$ cat src/rtl/cart_mbc1.sv
// MBC1 cartridge mapper: bank registers, ROM/RAM address translation and a memory-side request FSM.
// Cart RAM support is compiled in only when CART_MBC1_RAM_EN is defined.
module cart_mbc1 #(
  parameter int unsigned ROM_BANK_BITS = 7,
  parameter int unsigned RAM_BANK_BITS = 2
) (
  input  logic                      clk,
  input  logic                      rst,
  input  logic [15:0]               a,
  input  logic [7:0]                din,
  input  logic                      wr,
  input  logic                      rd,
  input  logic                      cs,
  output logic [7:0]                dout,
  output logic [14+ROM_BANK_BITS-1:0] mem_addr,
  output logic                      mem_ram,
  output logic                      mem_req,
  output logic                      mem_we,
  output logic [7:0]                mem_wdata,
  input  logic [7:0]                mem_rdata,
  input  logic                      mem_ack,
  output logic                      busy
);

  localparam int unsigned ADDR_W = 14 + ROM_BANK_BITS;

  typedef enum logic [1:0] {IDLE, READ, WRITE} state_e;

  state_e              state_q, state_d;
  logic                rd_q, wr_q;
  logic [4:0]          bank5_q, bank5_d;
  logic [1:0]          bank2_q, bank2_d;
  logic                mode_q, mode_d;
  logic [7:0]          dout_q, dout_d;
  logic [ADDR_W-1:0]   mem_addr_q, mem_addr_d;
  logic                mem_ram_q, mem_ram_d;
  logic                mem_req_q, mem_req_d;
  logic                mem_we_q, mem_we_d;
  logic [7:0]          mem_wdata_q, mem_wdata_d;
  logic                busy_q, busy_d;

  logic                rd_edge, wr_edge, is_rom, is_ram, ram_ok;
  logic [6:0]          rom_bank_full;
  logic [ADDR_W-1:0]   rom_addr, ram_addr;

  assign rd_edge = rd & ~rd_q;
  assign wr_edge = wr & ~wr_q;
  assign is_rom  = ~a[15];
  assign is_ram  = (a[15:13] == 3'b101);

  // Lower ROM window is bank 0 unless mode 1 lets bank2 reach into it
  assign rom_bank_full = a[14] ? {bank2_q, bank5_q} : (mode_q ? {bank2_q, 5'b0} : 7'd0);
  assign rom_addr      = {ROM_BANK_BITS'(rom_bank_full), a[13:0]};

`ifdef CART_MBC1_RAM_EN
  logic                     ram_en_q, ram_en_d;
  logic [RAM_BANK_BITS-1:0] ram_bank;

  assign ram_bank = RAM_BANK_BITS'(mode_q ? bank2_q : 2'd0);
  assign ram_addr = ADDR_W'({ram_bank, a[12:0]});
  assign ram_ok   = cs & ram_en_q;

  always_ff @(posedge clk) begin
    if (rst) ram_en_q <= 1'b0;
    else     ram_en_q <= ram_en_d;
  end
`else
  logic unused_cs;

  assign unused_cs = cs;
  assign ram_addr  = '0;
  assign ram_ok    = 1'b0;
`endif

  // Bank register writes land regardless of FSM state
  always_comb begin
    bank5_d = bank5_q;
    bank2_d = bank2_q;
    mode_d  = mode_q;
`ifdef CART_MBC1_RAM_EN
    ram_en_d = ram_en_q;
`endif
    if (wr_edge && !a[15]) begin
      if (a[14:13] == 2'd0) begin
`ifdef CART_MBC1_RAM_EN
        ram_en_d = (din[3:0] == 4'hA);
`endif
      end else if (a[14:13] == 2'd1) begin
        bank5_d = (din[4:0] == 5'd0) ? 5'd1 : din[4:0];
      end else if (a[14:13] == 2'd2) begin
        bank2_d = din[1:0];
      end else begin
        mode_d = din[0];
      end
    end
  end

  // Request FSM: next state and registered bus outputs
  always_comb begin
    state_d     = state_q;
    dout_d      = dout_q;
    mem_addr_d  = mem_addr_q;
    mem_ram_d   = mem_ram_q;
    mem_req_d   = mem_req_q;
    mem_we_d    = mem_we_q;
    mem_wdata_d = mem_wdata_q;
    case (state_q)
      IDLE: begin
        if (rd_edge) begin
          if (is_rom) begin
            state_d    = READ;
            mem_req_d  = 1'b1;
            mem_we_d   = 1'b0;
            mem_ram_d  = 1'b0;
            mem_addr_d = rom_addr;
          end else if (is_ram) begin
            if (ram_ok) begin
              state_d    = READ;
              mem_req_d  = 1'b1;
              mem_we_d   = 1'b0;
              mem_ram_d  = 1'b1;
              mem_addr_d = ram_addr;
            end else begin
              dout_d = 8'hFF;
            end
          end
        end else if (wr_edge && is_ram && ram_ok) begin
          state_d     = WRITE;
          mem_req_d   = 1'b1;
          mem_we_d    = 1'b1;
          mem_ram_d   = 1'b1;
          mem_addr_d  = ram_addr;
          mem_wdata_d = din;
        end
      end
      READ: begin
        if (mem_ack) begin
          state_d   = IDLE;
          mem_req_d = 1'b0;
          dout_d    = mem_rdata;
        end
      end
      WRITE: begin
        if (mem_ack) begin
          state_d   = IDLE;
          mem_req_d = 1'b0;
          mem_we_d  = 1'b0;
        end
      end
      default: begin
        state_d   = IDLE;
        mem_req_d = 1'b0;
        mem_we_d  = 1'b0;
      end
    endcase
    busy_d = (state_d != IDLE);
  end

  always_ff @(posedge clk) begin
    if (rst) begin
      state_q     <= IDLE;
      rd_q        <= 1'b0;
      wr_q        <= 1'b0;
      bank5_q     <= 5'd1;
      bank2_q     <= 2'd0;
      mode_q      <= 1'b0;
      dout_q      <= 8'hFF;
      mem_addr_q  <= '0;
      mem_ram_q   <= 1'b0;
      mem_req_q   <= 1'b0;
      mem_we_q    <= 1'b0;
      mem_wdata_q <= 8'h00;
      busy_q      <= 1'b0;
    end else begin
      state_q     <= state_d;
      rd_q        <= rd;
      wr_q        <= wr;
      bank5_q     <= bank5_d;
      bank2_q     <= bank2_d;
      mode_q      <= mode_d;
      dout_q      <= dout_d;
      mem_addr_q  <= mem_addr_d;
      mem_ram_q   <= mem_ram_d;
      mem_req_q   <= mem_req_d;
      mem_we_q    <= mem_we_d;
      mem_wdata_q <= mem_wdata_d;
      busy_q      <= busy_d;
    end
  end

  assign dout      = dout_q;
  assign mem_addr  = mem_addr_q;
  assign mem_ram   = mem_ram_q;
  assign mem_req   = mem_req_q;
  assign mem_we    = mem_we_q;
  assign mem_wdata = mem_wdata_q;
  assign busy      = busy_q;

endmodule

$ cat config.mk
export PLATFORM = sky130hd
export DESIGN_NAME = cart_mbc1
export DESIGN_NICKNAME = d
export VERILOG_FILES = /design/src/rtl/cart_mbc1.sv
export SDC_FILE = /design/constraint.sdc
export NUM_CORES = 1
export LEC_CHECK = 0
export ABC_AREA = 0
export BUFFER_PORTS_ARGS = -buffer_cell sky130_fd_sc_hd__buf_2
export CAP_MARGIN = 20
export CORE_ASPECT_RATIO = 1.1
export CORE_UTILIZATION = 45
export CTS_BUF_LIST = sky130_fd_sc_hd__clkbuf_8
export CTS_CLUSTER_DIAMETER = 200
export DETAILED_ROUTE_END_ITERATION = 12
export MAX_ROUTING_LAYER = met4
export PLACE_DENSITY = 0.76
export SYNTH_ARGS = -nofsm -noshare
export SYNTH_HDL_FRONTEND = slang
export SYNTH_SLANG_ARGS = --single-unit
$ cat constraint.sdc
create_clock -name clk -period 2.5 [get_ports clk]
set_input_delay 0.5 -clock clk [delete_from_list [all_inputs] [get_ports clk]]
set_output_delay 0.5 -clock clk [all_outputs]
set_load 0.1 [all_outputs]
==> flow_summary.json <==
{
  "status": "completed",
  "die_x_um": 63.2,
  "layout_min_cycle_time_ns": 1.91,
  "drtIter0Drc": 80,
  "htreeDepth": 2,
  "antenna_left": 0,
  "die_h_um": 69.3,
  "syn_to_final_growth_pct": 21.5,
  "wire_per_inst_um": 10.9,
  "viasPerCell": 4.89,
  "worst_slew_pin_slew_ns": 0.644,
  "syn_inst": 218,
  "slew_headroom_pct": 57.0,
  "synthAdderAreaFrac_pct": 4.05,
  "diodes": 0,
  "grt_start_max_net_pins": 33,
  "final_nets": 320,
  "hold_path.class": "in -> reg",
  "rsz0062_at_grt": "no",
  "wl_um": 3580,
  "n_fill_cell": 396,
  "holdPathEnd": "mem_addr[9]$_SDFFE_PP0P_",
  "antenna_found_initial": 0,
  "ys_types": 28,
  "skew_ns": 0.00347,
  "hold_depth": 3,
  "final_common_cell": "buf_2",
  "p_leak_nw": 0.952,
  "synth_area_per_cell_um2": 8.51,
  "drc": 0,
  "endpoint_kind": "register",
  "cp-start-kind": "register",
  "crit_required_ns": 2.66,
  "synth-simple-area-share_pct": 21.7,
  "ys_ff_latch": 43,
  "regToRegSetupSlack_ns": 0.59,
  "post-dp-hpwl_um": 2570,
  "r2r_end": "mem_addr[13]$_SDFFE_PP0P_",
  "track_usage_pct": 17.5,
  "ctsRootBufferMaster": "clkbuf_8",
  "cts_hold_buffers": 0,
  "power_density_nw_per_um2": 670,
  "io_pins": 79,
  "yosysWarningCount": 0,
  "setup_viol": 0,
  "synth_xor_area_share_pct": 0,
  "routabilityCongestion": 0.799,
  "timing.hold.ws_ns": 0.446,
  "cts_resized": 0,
  "dieArea_um2": 4380,
  "io_buffers": 64,
  "post-cts-setup-buffers": 0,
  "tns_ns": 0,
  "path_clk_slew_ns": 0.07,
  "firstDrtPassIters": 4,
  "post_synth_instance_area_um2": 1850,
  "maxCapViolCount": 0,
  "vdd_drop_max_v": 0.000277,
  "fin_total_pwr_w": 0.00151,
  "via_count": 1605,
  "cts_tree": "yes",
  "clk_latency_ns": 0.28,
  "drive_gt1_share_pct": 27.2,
  "clock.fmax_mhz": 522,
  "r2r-start": "state_q[0]$_SDFF_PP0_",
  "ff2ff_path_depth": 5,
  "overflow": 0,
  "cp_data_arrival_time_ns": 2.08,
  "grt_pass1_wl_um": 5970,
  "ys_seq_area_share_pct": 46.4,
  "hold_viol_final": 0,
  "synth_top_family_by_area": "simple AND/OR/NAND/NOR gates",
  "critPathKind": "reg -> reg",
  "cp_max_fo": 21,
  "rows": 24,
  "initial_core_util_pct": 46.8,
  "grt_pass1_vias": 1385,
  "slew_viol_final": 0,
  "layout_common_cells": "64 x buf_2, 43 x dfxtp_1, 38 x nand2_1",
  "fp.coreArea_um2": 3960,
  "cts_buffers": 5,
  "ff_latch_area_um2": 861,
  "synth-compound-area-share_pct": 15.1,
  "cts_buffer_depth": 2,
  "clkSinkCount": 43,
  "hp-start": "a[9]",
  "fin_crit_sh_pct": 76.6,
  "multi_input_area_um2": 875,
  "synth_mux_area_share_pct": 4.32
}
==> report_power, final <==
part | total, W | switching [W] | leakage (nW) | internal, W
clock | 0.000500 | 0.000211 | 0.0554 | 0.000288
sequential | 0.000713 | 0.0000100 | 0.349 | 0.000703
combinational | 0.000297 | 0.000238 | 0.547 | 0.0000591
==> area by class of cell <==
class | instances | share of cell area, %
clock buffer | 5 | 3.05
clock inverter | 2 | 1.50
inverter | 6 | 0.999
multi-input combinational | 155 | 38.8
sequential | 43 | 38.2
tap | 52 | 2.89
timing repair buffer | 65 | 14.5
==> cell usage after synthesis, drive strengths merged <==
| master | count | area (um^2) |
|---|---|---|
| a211oi | 3 | 22.5 |
| a21oi | 30 | 150 |
| and4bb | 1 | 12.5 |
| buf | 15 | 100 |
| clkbuf | 8 | 30.0 |
| conb | 1 | 3.75 |
| dfxtp | 43 | 861 |
| ha | 6 | 75.1 |
| inv | 6 | 22.5 |
| mux2i | 8 | 80.1 |
| nand2 | 38 | 143 |
| nand2b | 3 | 18.8 |
| nand3 | 11 | 55.1 |
| nand3b | 2 | 15.0 |
| nor2 | 16 | 60.1 |
| nor2b | 5 | 31.3 |
| nor3b | 1 | 7.51 |
| nor4 | 2 | 12.5 |
| nor4b | 2 | 23.8 |
| o211ai | 2 | 15.0 |
| o21ai | 10 | 50.1 |
| o21bai | 1 | 7.51 |
| o31ai | 1 | 7.51 |
| o32ai | 1 | 27.5 |
| or4b | 1 | 10.0 |
| or4bb | 1 | 12.5 |
==> sequential cells by signal, indices dropped and copies added (netlist names), 2 cells and up <==
signal	flops
bank2_q	2
dout	8
bank5_q	5
mem_addr	21
state_q	2
==> critical path, cell delays in order, from the launching register on <==
cell and delay (ns):
dfxtp_1 0.37, inv_1 0.08, ha_1 0.31, or4bb_2 0.80, nand2_1 0.15, a21oi_1 0.07
==> through the flow <==
step                setup WS, ns  utilization (%)  area, um^2  std cells
global route               0.466             56.8        2250        328
CTS                        0.573             56.8        2250        328
finish                     0.585             56.8        2250        328
global placement           0.389             54.3        2150        321
floorplan                  0.423                -        1890        227
detailed placement         0.320             54.3        2150        321
==> routing by layer <==
layer	GRT usage [%]	wire length, um
met1	20.6	1590
met5	-	0
met3	5.59	285
met2	27.5	1670
met4	6.82	42
==> worst max path at each step <==
stage / start / end / slack [ns] / cells past startpoint
6_report: state_q[0]$_SDFF_PP0_ / mem_addr[13]$_SDFFE_PP0P_ / 0.59 / 5
5_1_grt: state_q[0]$_SDFF_PP0_ / mem_addr[1]$_SDFFE_PP0P_ / 0.47 / 5
4_1_cts: state_q[0]$_SDFF_PP0_ / mem_addr[13]$_SDFFE_PP0P_ / 0.57 / 5
3_5_place_dp: a[14] / bank5_q[0]$_SDFFE_PP1P_ / 0.32 / 6
3_3_place_gp: a[14] / bank5_q[0]$_SDFFE_PP1P_ / 0.39 / 6
2_1_floorplan: a[14] / bank5_q[0]$_SDFFE_PP1P_ / 0.42 / 7
==> cell families (layout without fill, tap and decap cells) <==
| kind of cell | Yosys count | count (layout) |
|---|---|---|
| adder cells (fa/ha/maj) | 6 | 6 |
| multiplexers | 8 | 8 |
| AO/OA/AOI/OAI | 48 | 48 |
| flip-flops | 43 | 43 |
| other | 1 | 10 |
| AND/OR/NAND/NOR | 83 | 83 |
| buffers and inverters | 29 | 78 |
Note: power is estimated with default switching activity, not from simulation.
